<file path="src/rtl/cpu_fetch_pkg.sv">
// Shared types and helpers for the cpu_fetch instruction fetch stage.
package cpu_fetch_pkg;

  localparam logic [6:0] OPCODE_JAL = 7'b1101111;

  typedef struct packed {
    logic [31:0] pc;
    logic [31:0] instruction;
    logic        predicted;
  } fetch_entry_t;

  localparam int ENTRY_W = $bits(fetch_entry_t);

  typedef enum logic [1:0] {
    ST_IDLE = 2'd0,
    ST_BUSY = 2'd1,
    ST_KILL = 2'd2
  } fetch_state_t;

  function automatic logic [31:0] j_imm(input logic [31:0] insn);
    return {{12{insn[31]}}, insn[19:12], insn[20], insn[30:21], 1'b0};
  endfunction

endpackage

</file>
<file path="src/rtl/cpu_fetch_fifo.sv">
// Two-entry synchronous FIFO of fetched words; flush beats push and pop.
module cpu_fetch_fifo
  import cpu_fetch_pkg::*;
(
  input  logic               clock,
  input  logic               reset,
  input  logic               push,
  input  logic               pop,
  input  logic               flush,
  input  logic [ENTRY_W-1:0] wdata,
  output logic [ENTRY_W-1:0] head,
  output logic [1:0]         count
);

  logic [ENTRY_W-1:0] entry0;
  logic [ENTRY_W-1:0] entry1;
  logic [1:0]         cnt;

  // entry0 is always the head, so the outputs come straight from a register
  always_ff @(posedge clock or posedge reset) begin
    if (reset) begin
      entry0 <= '0;
      entry1 <= '0;
      cnt    <= 2'd0;
    end else if (flush) begin
      cnt <= 2'd0;
    end else begin
      case ({push, pop})
        2'b10: begin
          if (cnt == 2'd0) entry0 <= wdata;
          else             entry1 <= wdata;
          cnt <= cnt + 2'd1;
        end
        2'b01: begin
          entry0 <= entry1;
          cnt    <= cnt - 2'd1;
        end
        2'b11: begin
          if (cnt == 2'd1) begin
            entry0 <= wdata;
          end else begin
            entry0 <= entry1;
            entry1 <= wdata;
          end
        end
        default: ;
      endcase
    end
  end

  assign head  = entry0;
  assign count = cnt;

endmodule

</file>
<file path="src/rtl/cpu_fetch.sv">
// Instruction fetch stage: owns the PC, sequences icache requests, queues words for decode.
// Define CPU_FETCH_JAL_PREDICT_EN to follow JAL targets directly from fetch.
//
// state   | meaning
// ST_IDLE | no fetch outstanding; may issue
// ST_BUSY | fetch outstanding, reply will be queued
// ST_KILL | fetch outstanding, reply will be dropped (redirected)
module cpu_fetch
  import cpu_fetch_pkg::*;
#(
  parameter logic [31:0] RESET_VECTOR = 32'h0000_0000
) (
  input  logic        i_clock,
  input  logic        i_reset,
  input  logic        i_redirect,
  input  logic [31:0] i_redirect_pc,
  output logic [31:0] o_icache_pc,
  output logic        o_icache_stall,
  input  logic [31:0] i_icache_rdata,
  input  logic        i_icache_ready,
  output logic        o_valid,
  input  logic        i_ready,
  output logic [31:0] o_pc,
  output logic [31:0] o_instruction,
  output logic        o_predicted
);

  fetch_state_t       state, state_nxt;
  logic [31:0]        next_pc;
  logic [31:0]        fetch_pc;
  logic [1:0]         count;
  logic               issue;
  logic               accept;
  logic               pop;
  logic               jal_hit;
  fetch_entry_t       wentry;
  fetch_entry_t       head;
  logic [ENTRY_W-1:0] head_bits;

  assign issue  = !i_reset && (state == ST_IDLE) && (count < 2'd2) && !i_redirect;
  assign accept = i_icache_ready && (state == ST_BUSY) && !i_redirect;
  assign pop    = o_valid && i_ready;

`ifdef CPU_FETCH_JAL_PREDICT_EN
  assign jal_hit = accept && (i_icache_rdata[6:0] == OPCODE_JAL);
`else
  assign jal_hit = 1'b0;
`endif

  always_ff @(posedge i_clock or posedge i_reset) begin
    if (i_reset) state <= ST_IDLE;
    else         state <= state_nxt;
  end

  always_comb begin
    state_nxt = state;
    case (state)
      ST_IDLE: if (issue) state_nxt = ST_BUSY;
      ST_BUSY: begin
        if (i_icache_ready)  state_nxt = ST_IDLE;
        else if (i_redirect) state_nxt = ST_KILL;
      end
      ST_KILL: if (i_icache_ready) state_nxt = ST_IDLE;
      default: state_nxt = ST_IDLE;
    endcase
  end

  // a redirect outranks a JAL prediction from the same cycle's reply
  always_ff @(posedge i_clock or posedge i_reset) begin
    if (i_reset) begin
      next_pc  <= RESET_VECTOR;
      fetch_pc <= RESET_VECTOR;
    end else begin
      if (i_redirect) begin
        next_pc <= i_redirect_pc & 32'hFFFF_FFFC;
`ifdef CPU_FETCH_JAL_PREDICT_EN
      end else if (jal_hit) begin
        next_pc <= fetch_pc + j_imm(i_icache_rdata);
`endif
      end else if (issue) begin
        next_pc <= next_pc + 32'd4;
      end
      if (issue) fetch_pc <= next_pc;
    end
  end

  always_comb begin
    wentry             = '0;
    wentry.pc          = fetch_pc;
    wentry.instruction = i_icache_rdata;
    wentry.predicted   = jal_hit;
  end

  cpu_fetch_fifo u_fifo (
    .clock (i_clock),
    .reset (i_reset),
    .push  (accept),
    .pop   (pop),
    .flush (i_redirect),
    .wdata (wentry),
    .head  (head_bits),
    .count (count)
  );

  assign head           = fetch_entry_t'(head_bits);
  assign o_valid        = (count != 2'd0);
  assign o_pc           = head.pc;
  assign o_instruction  = head.instruction;
  assign o_predicted    = head.predicted;
  assign o_icache_pc    = fetch_pc;
  assign o_icache_stall = !issue;

endmodule
</file>
<file path="config.mk">
export PLATFORM = sky130hd
export DESIGN_NAME = cpu_fetch
export DESIGN_NICKNAME = d
export VERILOG_FILES = /design/src/rtl/cpu_fetch_pkg.sv /design/src/rtl/cpu_fetch_fifo.sv /design/src/rtl/cpu_fetch.sv
export SDC_FILE = /design/constraint.sdc
export NUM_CORES = 1
export LEC_CHECK = 0
export BUFFER_PORTS_ARGS = -buffer_cell sky130_fd_sc_hd__buf_2
export CAP_MARGIN = 20
export CORE_MARGIN = 8
export CORE_UTILIZATION = 60
export CTS_BUF_LIST = sky130_fd_sc_hd__clkbuf_4 sky130_fd_sc_hd__clkbuf_8
export CTS_CLUSTER_DIAMETER = 60
export CTS_CLUSTER_SIZE = 20
export DETAILED_ROUTE_END_ITERATION = 10
export MAX_ROUTING_LAYER = met4
export PLACE_DENSITY = 0.95
export SLEW_MARGIN = 20
export SYNTH_ARGS = -nofsm -noshare
export SYNTH_HDL_FRONTEND = slang
export SYNTH_HIERARCHICAL = 1
export SYNTH_SLANG_ARGS = --single-unit
</file>
<file path="constraint.sdc">
create_clock -name i_clock -period 8.73 [get_ports i_clock]
set_input_delay 1.746 -clock i_clock [delete_from_list [all_inputs] [get_ports i_clock]]
set_output_delay 1.746 -clock i_clock [all_outputs]
set_load 0.01 [all_outputs]
</file>
==> results.json, run 1 <==
{
  "peakVddDrop_mv": 0.1849,
  "post_synth_main_area_contributors": "sky130_fd_sc_hd__dfrtp_1, sky130_fd_sc_hd__mux2_2, sky130_fd_sc_hd__mux2_4",
  "rrSetupSlack_ns": 5.47,
  "largest_net_degree_at_the_start_of_global_routing": 79,
  "worst_hold_path_type": "reg -> reg",
  "synthesis.instances": 655,
  "endpoint_type_of_the_worst_setup_path": "primary output",
  "place_worst_setup_slack_ns": 3.971,
  "gpl.final_weighted_congestion": 0.8440,
  "synthMostInstantiatedCell": "sky130_fd_sc_hd__dfrtp_1",
  "holdWs_ns": 0.5076,
  "cell_type_with_the_highest_occurrence_count_on_the_critical_path": "sky130_fd_sc_hd__buf_2",
  "cts_setup_buffers": 0,
  "drc": 0,
  "initial_drt_pass_iterations": 4,
  "first_global_vias": 6208,
  "highest_clock_rate_mhz": 217.2,
  "crit_cells": 5,
  "cts-hold-fix-buffers": 0,
  "rr_endpoint": "u_fifo/entry1[15]",
  "seq_area_frac_synth": 0.5371,
  "floorplan.die.height_um": 138.7,
  "clock_net_sink_count": 194,
  "clkTransAtPathRegs_ns": 0.09,
  "tightest_slew_ns": 1.135,
  "worstPathMaxFanout": 10,
  "total_power_w": 0.003262,
  "wl_per_cell_um": 18.90,
  "compound_cell_area_share_of_the_yosys_netlist": 0.04277,
  "cp_slowest_stage_delay_ns": 0.57,
  "worstPathBufferInverterCount": 3,
  "syn-mean-instance-area_um2": 13.80,
  "synth_top_family_by_area": "multiplexers",
  "clock_insertion_delay_worst_skew_ns": 0.45,
  "grt_pass1_wl_um": 31980,
  "result_of_the_run": "completed",
  "share_of_cells_above_drive_strength_1": 0.5255,
  "synth_ff_type": "sky130_fd_sc_hd__dfrtp_1",
  "boundaryPins": 168,
  "regToRegStartpoint": "u_fifo/count[1]",
  "crit_path_end": "o_icache_stall",
  "fp.dieW_um": 138.7,
  "grt_usage": 0.2104,
  "period_share": 0.5274,
  "drt_first_iter_violations": 400,
  "power_switching_w": 0.001054,
  "synth_largest_area_cell": "sky130_fd_sc_hd__dfrtp_1",
  "core_area_mm2": 0.01498,
  "comb_power_share": 0.366,
  "overflow": 0,
  "power_leakage_nw": 4.777,
  "startpoint_type": "input pin",
  "num-fill-cells": 1055,
  "clock_power_share": 0.173,
  "cp_top_family": "simple AND/OR/NAND/NOR gates",
  "number_of_enable_flip_flop_cells_after_synthesis": 0,
  "post_synth_and_or_nand_nor_area_fraction": 0.07129,
  "post-route-min-period_ns": 4.604,
  "finalSetupTns_ns": 0,
  "max_cap_violations": 0,
  "tritoncts": "built",
  "cts_max_level": 4,
  "area_share_of_the_largest_cell_type_after_synthesis": 0.5371,
  "share_seq_of_total_power": 0.461,
  "synth-seq-cells": 194,
  "worst_clock_skew_ns": 0.01235,
  "synth_adder_area_share": 0.005537,
  "critical_path_class": "in -> out",
  "synth_xor_xnor_area_share": 0.01066,
  "routed_wirelength_um": 19160,
  "place.port_buffers": 163,
  "initial_core_util": 0.6035,
  "final_hold_viol_count": 0,
  "synth.yosys.warnings": 6,
  "setup.worst_path.start": "i_reset",
  "netlist_area_mm2": 0.009039,
  "power_per_unit_of_standard_cell_area_mw_per_mm2": 317.4,
  "power.switching_fraction": 0.3232,
  "cp_slowest_cell": "sky130_fd_sc_hd__or4_4",
  "die_area_mm2": 0.01925,
  "detailroute.via_count": 5827,
  "maxSlewHeadroom": 0.2412,
  "ctsRootBufferMaster": "sky130_fd_sc_hd__clkbuf_8",
  "number_of_clock_buffers_inserted_by_tritoncts": 17,
  "power.internal_w": 0.002208,
  "timing.critical_path.arrival_ns": 2.86,
  "grt_antenna_before_repair": 1,
  "yosys-top-cells-count": "sky130_fd_sc_hd__dfrtp_1, sky130_fd_sc_hd__mux2_2, sky130_fd_sc_hd__mux2_4",
  "ctsResizeCount": 0,
  "critPathRequiredTime_ns": 6.98,
  "drv_slew": 0,
  "postRouteAntennaNets": 0,
  "synth.area.mux_share": 0.2967,
  "fin_ws_ns": 4.126,
  "layout.nets": 884,
  "r2r.worst_path.cells": 6,
  "place.detailed.hpwl_um": 13410,
  "via_per_inst": 5.747,
  "crit_path_cell_trace": "buf_2 > or4_4 > nor2_2 > inv_1 > buf_2",
  "area_growth_syn_to_layout_pct": 13.70,
  "grt_setup_unrepaired": "no",
  "max-clock-path-buffers": 2,
  "finalSetupViolations": 0,
  "core.rowCount": 45,
  "synth.distinct_cells": 49,
  "ys_async_sr_fraction": 1.000
}
[per-layer routing]
metal | track usage | up-vias | wire length (µm)
met4 | 0.05835 | 0 | 225
li1 | - | 2703 | -
met1 | 0.2642 | 2931 | 8741
met3 | 0.04682 | 18 | 875
met2 | 0.3390 | 175 | 9318
met5 | - | - | 0
[logic make-up (layout without fill, tap and decap cells)]
| logic type | count (synthesis) | in the layout |
|---|---|---|
| flops | 194 | 194 |
| mux | 225 | 225 |
| other cells | 1 | 10 |
| fa+ha+maj | 4 | 4 |
| compound gates | 57 | 57 |
| buf+inv | 48 | 210 |
| xor+xnor | 11 | 11 |
| simple gates | 115 | 115 |
[worst min path at each step]
stage                           start           endpoint  slack (ns)  cells after the start
finish              u_fifo/entry1[48]  u_fifo/entry1[48]        0.51                      1
global placement     u_fifo/entry1[8]   u_fifo/entry1[8]        0.48                      1
floorplan            u_fifo/entry1[1]   u_fifo/entry1[1]        0.47                      1
global route        u_fifo/entry1[10]  u_fifo/entry1[10]        0.52                      1
detailed placement  u_fifo/entry1[58]  u_fifo/entry1[58]        0.49                      1
CTS                 u_fifo/entry1[48]  u_fifo/entry1[48]        0.51                      1
[placed cells by master, fill, tap and decap left out, types with 5 or more instances in the layout]
cell type                    synthesis  final
sky130_fd_sc_hd__or4_1              17     17
sky130_fd_sc_hd__buf_2               6    163
sky130_fd_sc_hd__dfrtp_1           194    194
sky130_fd_sc_hd__nand3_1             8      8
sky130_fd_sc_hd__conb_1              1      8
sky130_fd_sc_hd__mux2_2            180    180
sky130_fd_sc_hd__clkinvlp_4          0      5
sky130_fd_sc_hd__buf_4               9      6
sky130_fd_sc_hd__mux2_4             40     40
sky130_fd_sc_hd__o21ai_0            16     16
sky130_fd_sc_hd__o31ai_1            12     12
sky130_fd_sc_hd__a31oi_1            15     15
sky130_fd_sc_hd__nand2_1            27     27
sky130_fd_sc_hd__nor2_1             23     21
sky130_fd_sc_hd__nand4_1            12     12
sky130_fd_sc_hd__xnor2_1             7      7
sky130_fd_sc_hd__inv_1               8      6
sky130_fd_sc_hd__clkbuf_8            0     17
[through the flow]
step             util  instances  instance area, µm²
2_1_floorplan       -        662                9065
5_1_grt        0.6860       1013               10270
3_3_place_gp   0.6602        980                9888
4_1_cts        0.6859       1012               10270
3_5_place_dp   0.6602        980                9888
6_report       0.6862       1014               10280
[final cells by class]
type,instances,area [µm²],share of cell area
Multi-Input combinational cell,420,3899,0.3794
Clock buffer,19,249.0,0.02423
Tap cell,188,235.2,0.02289
Antenna cell,2,5.005,0.0004870
Inverter,9,38.79,0.003774
Timing Repair Buffer,169,860.8,0.08376
Clock inverter,13,135.1,0.01315
Sequential cell,194,4855,0.4724
[power groups by stage]
stage	logic (W)	registers [W]	clock network [W]
floorplan	0.000758	0.00156	0
global route	0.00130	0.00156	0.000614
finish	0.00119	0.00150	0.000563
detailed placement	0.00121	0.00153	0
global placement	0.00117	0.00150	0
CTS	0.00121	0.00151	0.000584
[state kept, by name, summed over array words and instances (netlist names)]
name,count
u_fifo/count,2
next_pc,30
state,2
u_fifo/head,65
u_fifo/entry1,65
o_icache_pc,30
Power figures use the tool's default switching activity.
==> run 2: changes to the inputs <==
--- a/config.mk
+++ b/config.mk
@@ -5,16 +5,17 @@
 export SDC_FILE = /design/constraint.sdc
 export NUM_CORES = 1
 export LEC_CHECK = 0
+export ABC_AREA = 1
 export BUFFER_PORTS_ARGS = -buffer_cell sky130_fd_sc_hd__buf_2
 export CAP_MARGIN = 20
 export CORE_MARGIN = 8
-export CORE_UTILIZATION = 60
+export CORE_UTILIZATION = 53
 export CTS_BUF_LIST = sky130_fd_sc_hd__clkbuf_4 sky130_fd_sc_hd__clkbuf_8
 export CTS_CLUSTER_DIAMETER = 60
 export CTS_CLUSTER_SIZE = 20
 export DETAILED_ROUTE_END_ITERATION = 10
 export MAX_ROUTING_LAYER = met4
-export PLACE_DENSITY = 0.95
+export PLACE_DENSITY = 0.89
 export SLEW_MARGIN = 20
 export SYNTH_ARGS = -nofsm -noshare
 export SYNTH_HDL_FRONTEND = slang
==> constraint.sdc (replaced) <==
create_clock -name i_clock -period 3.9 [get_ports i_clock]
set_input_delay 0.78 -clock i_clock [delete_from_list [all_inputs] [get_ports i_clock]]
set_output_delay 0.78 -clock i_clock [all_outputs]
set_load 0.01 [all_outputs]
==> run 2 against run 1 <==
- combinational power increased by 130%
- critical endpoint unchanged
- total power grew 130%
- clock skew grew 0.0022 ns
- largest power group unchanged
- die area up 22%
- highest routed layer unchanged
- flip-flop and latch count stayed put
- cell count increased by 66%
- sequential power rose by 130%
- via count grew 54%
- worst hold slack worse by 0.071 ns
- clock power up 120%
==> results.json, run 2 <==
{
  "endpoint_type_of_the_worst_setup_path": "primary output",
  "synth.distinct_cells": 39,
  "grt_usage": 0.2294,
  "wl_per_cell_um": 15.51,
  "number_of_enable_flip_flop_cells_after_synthesis": 0,
  "highest_clock_rate_mhz": 419.7,
  "place_area_mm2": 0.01088,
  "total_power_w": 0.007342,
  "maxSlewHeadroom": 0.4632,
  "tightest_slew_ns": 0.8053,
  "power_per_unit_of_standard_cell_area_mw_per_mm2": 652.4,
  "n_antenna_cell": 0,
  "grt_setup_unrepaired": "no",
  "synth-seq-cells": 194,
  "place.detailed.hpwl_um": 17960,
  "post_synth_main_area_contributors": "sky130_fd_sc_hd__dfrtp_1, sky130_fd_sc_hd__nand2_1, sky130_fd_sc_hd__nand3_1",
  "finalSetupTns_ns": 0,
  "critical_path_class": "reg -> out",
  "rr_endpoint": "u_fifo/head[20]",
  "placedCellCount": 1655,
  "first_global_vias": 8629,
  "worst_clock_skew_ns": 0.01456,
  "tritoncts": "built",
  "worstPathMaxFanout": 7,
  "via_per_inst": 5.317,
  "largest_net_degree_at_the_start_of_global_routing": 66,
  "layout.nets": 1513,
  "clock_insertion_delay_worst_skew_ns": 0.46,
  "synthMostInstantiatedCell": "sky130_fd_sc_hd__nand2_1",
  "layout.cells.most_common": "sky130_fd_sc_hd__nand2_1",
  "drv_slew": 0,
  "floorplan.die.height_um": 153.3,
  "core.rowCount": 50,
  "postRouteAntennaNets": 0,
  "routed_wirelength_um": 26160,
  "drt_first_iter_violations": 923,
  "area_growth_syn_to_layout_pct": 12.68,
  "result_of_the_run": "completed",
  "fp.dieW_um": 153.3,
  "detailroute.via_count": 8969,
  "post-route-min-period_ns": 2.383,
  "holdWs_ns": 0.4367,
  "core_area_mm2": 0.01858,
  "rrSetupSlack_ns": 1.55,
  "finalSetupViolations": 0,
  "grt_antenna_before_repair": 0,
  "final_cell_mix": "sky130_fd_sc_hd__nand2_1, sky130_fd_sc_hd__dfrtp_1, sky130_fd_sc_hd__nand3_1, sky130_fd_sc_hd__buf_2, sky130_fd_sc_hd__inv_1",
  "period_share": 0.6110,
  "startpoint_type": "flip-flop",
  "drc": 0,
  "ctsRootBufferMaster": "sky130_fd_sc_hd__clkbuf_8",
  "power_leakage_nw": 6.240,
  "ctsResizeCount": 0,
  "max-clock-path-buffers": 2,
  "grt_pass1_wl_um": 43280,
  "clock_net_sink_count": 194,
  "synth.yosys.warnings": 6,
  "cts_setup_buffers": 0,
  "cts_max_level": 4,
  "synth_largest_area_cell": "sky130_fd_sc_hd__dfrtp_1",
  "final_design_area_no_fill_mm2": 0.01125,
  "initial_core_util": 0.5375,
  "cts-hold-fix-buffers": 0,
  "clkTransAtPathRegs_ns": 0.10,
  "seq_area_frac_synth": 0.4861,
  "worst_hold_path_type": "in -> async",
  "synth_ff_type": "sky130_fd_sc_hd__dfrtp_1",
  "r2r.worst_path.cells": 8,
  "place.port_buffers": 163,
  "synthesis.instances": 1310,
  "overflow": 0,
  "gpl.final_weighted_congestion": 0.9148,
  "die_area_mm2": 0.02349,
  "boundaryPins": 168,
  "num-fill-cells": 1662,
  "ys_async_sr_fraction": 1.000,
  "critPathRequiredTime_ns": 3.12,
  "number_of_clock_buffers_inserted_by_tritoncts": 17,
  "max_cap_violations": 0,
  "layout.cells.non_filler": 1687,
  "initial_drt_pass_iterations": 5,
  "yosys-top-cells-count": "sky130_fd_sc_hd__nand2_1, sky130_fd_sc_hd__dfrtp_1, sky130_fd_sc_hd__nand3_1",
  "timing.critical_path.arrival_ns": 1.60,
  "syn-mean-instance-area_um2": 7.624,
  "netlist_area_mm2": 0.009987,
  "area_share_of_the_largest_cell_type_after_synthesis": 0.4861,
  "regToRegStartpoint": "state[0]",
  "final_hold_viol_count": 0,
  "share_of_cells_above_drive_strength_1": 0.1686,
  "peakVddDrop_mv": 0.2409
}
==> run 2: cell type report <==
| class | count | area (µm²) | area share |
|---|---|---|---|
| clock buffers | 20 | 269.0 | 0.02390 |
| clock inverters | 12 | 100.1 | 0.008895 |
| inverters | 122 | 461.7 | 0.04103 |
| multi-input cells | 926 | 4264 | 0.3789 |
| flip-flops and latches | 194 | 4855 | 0.4314 |
| well taps | 234 | 292.8 | 0.02602 |
| repair buffers | 179 | 1011 | 0.08984 |
==> run 2: power breakdown <==
group,internal [W],switching (W),total (W)
Clock,0.000496,0.000735,0.00123
Sequential,0.00283,0.000600,0.00343
Combinational,0.00106,0.00163,0.00268
==> run 2: metrics by stage <==
| stage | util | worst slack, ns |
|---|---|---|
| floorplan | - | 0.7706 |
| global placement | 0.5847 | 1.114 |
| detailed placement | 0.5858 | 1.081 |
| CTS | 0.6057 | 1.477 |
| global route | 0.6057 | 1.358 |
| finish | 0.6057 | 1.517 |
==> run 2: logic make-up after synthesis <==
family | count (synthesis) | synth area share
AOI/OAI and AO/OA | 67 | 0.03759
DFF | 194 | 0.4861
adders and majority gates | 4 | 0.005011
other | 1 | 0.0003755
buffers and inverters | 197 | 0.09208
and+or+nand+nor | 846 | 0.3780
xor gates and xnor gates | 1 | 0.0008771
==> run 2: worst max-delay path: stages, from the launching register on <==
cell and delay (ns):
sky130_fd_sc_hd__dfrtp_1 0.44, sky130_fd_sc_hd__inv_1 0.11, sky130_fd_sc_hd__nand3_1 0.12, sky130_fd_sc_hd__nor2_4 0.24, sky130_fd_sc_hd__nand2_2 0.09, sky130_fd_sc_hd__buf_2 0.16
==> run 2: routing by layer <==
layer / part of all wire / vias to the layer above / wire, µm / track usage
li1: - / 4368 / - / -
met4: 0.016 / 0 / 410 / 0.07210
met5: 0 / - / 0 / -
met1: 0.45 / 4209 / 11750 / 0.2988
met3: 0.067 / 29 / 1746 / 0.04398
met2: 0.47 / 363 / 12250 / 0.3574
==> run 2: worst max-delay path by stage <==
stage / startpoint / to / slack [ns] / cells past startpoint
floorplan: i_reset / next_pc[12] / 0.77 / 7
global placement: i_redirect / u_fifo/head[22] / 1.11 / 8
detailed placement: i_redirect / u_fifo/head[20] / 1.08 / 8
CTS: u_fifo/count[1] / o_icache_stall / 1.48 / 5
global route: state[0] / u_fifo/head[13] / 1.36 / 8
finish: u_fifo/count[1] / o_icache_stall / 1.52 / 5
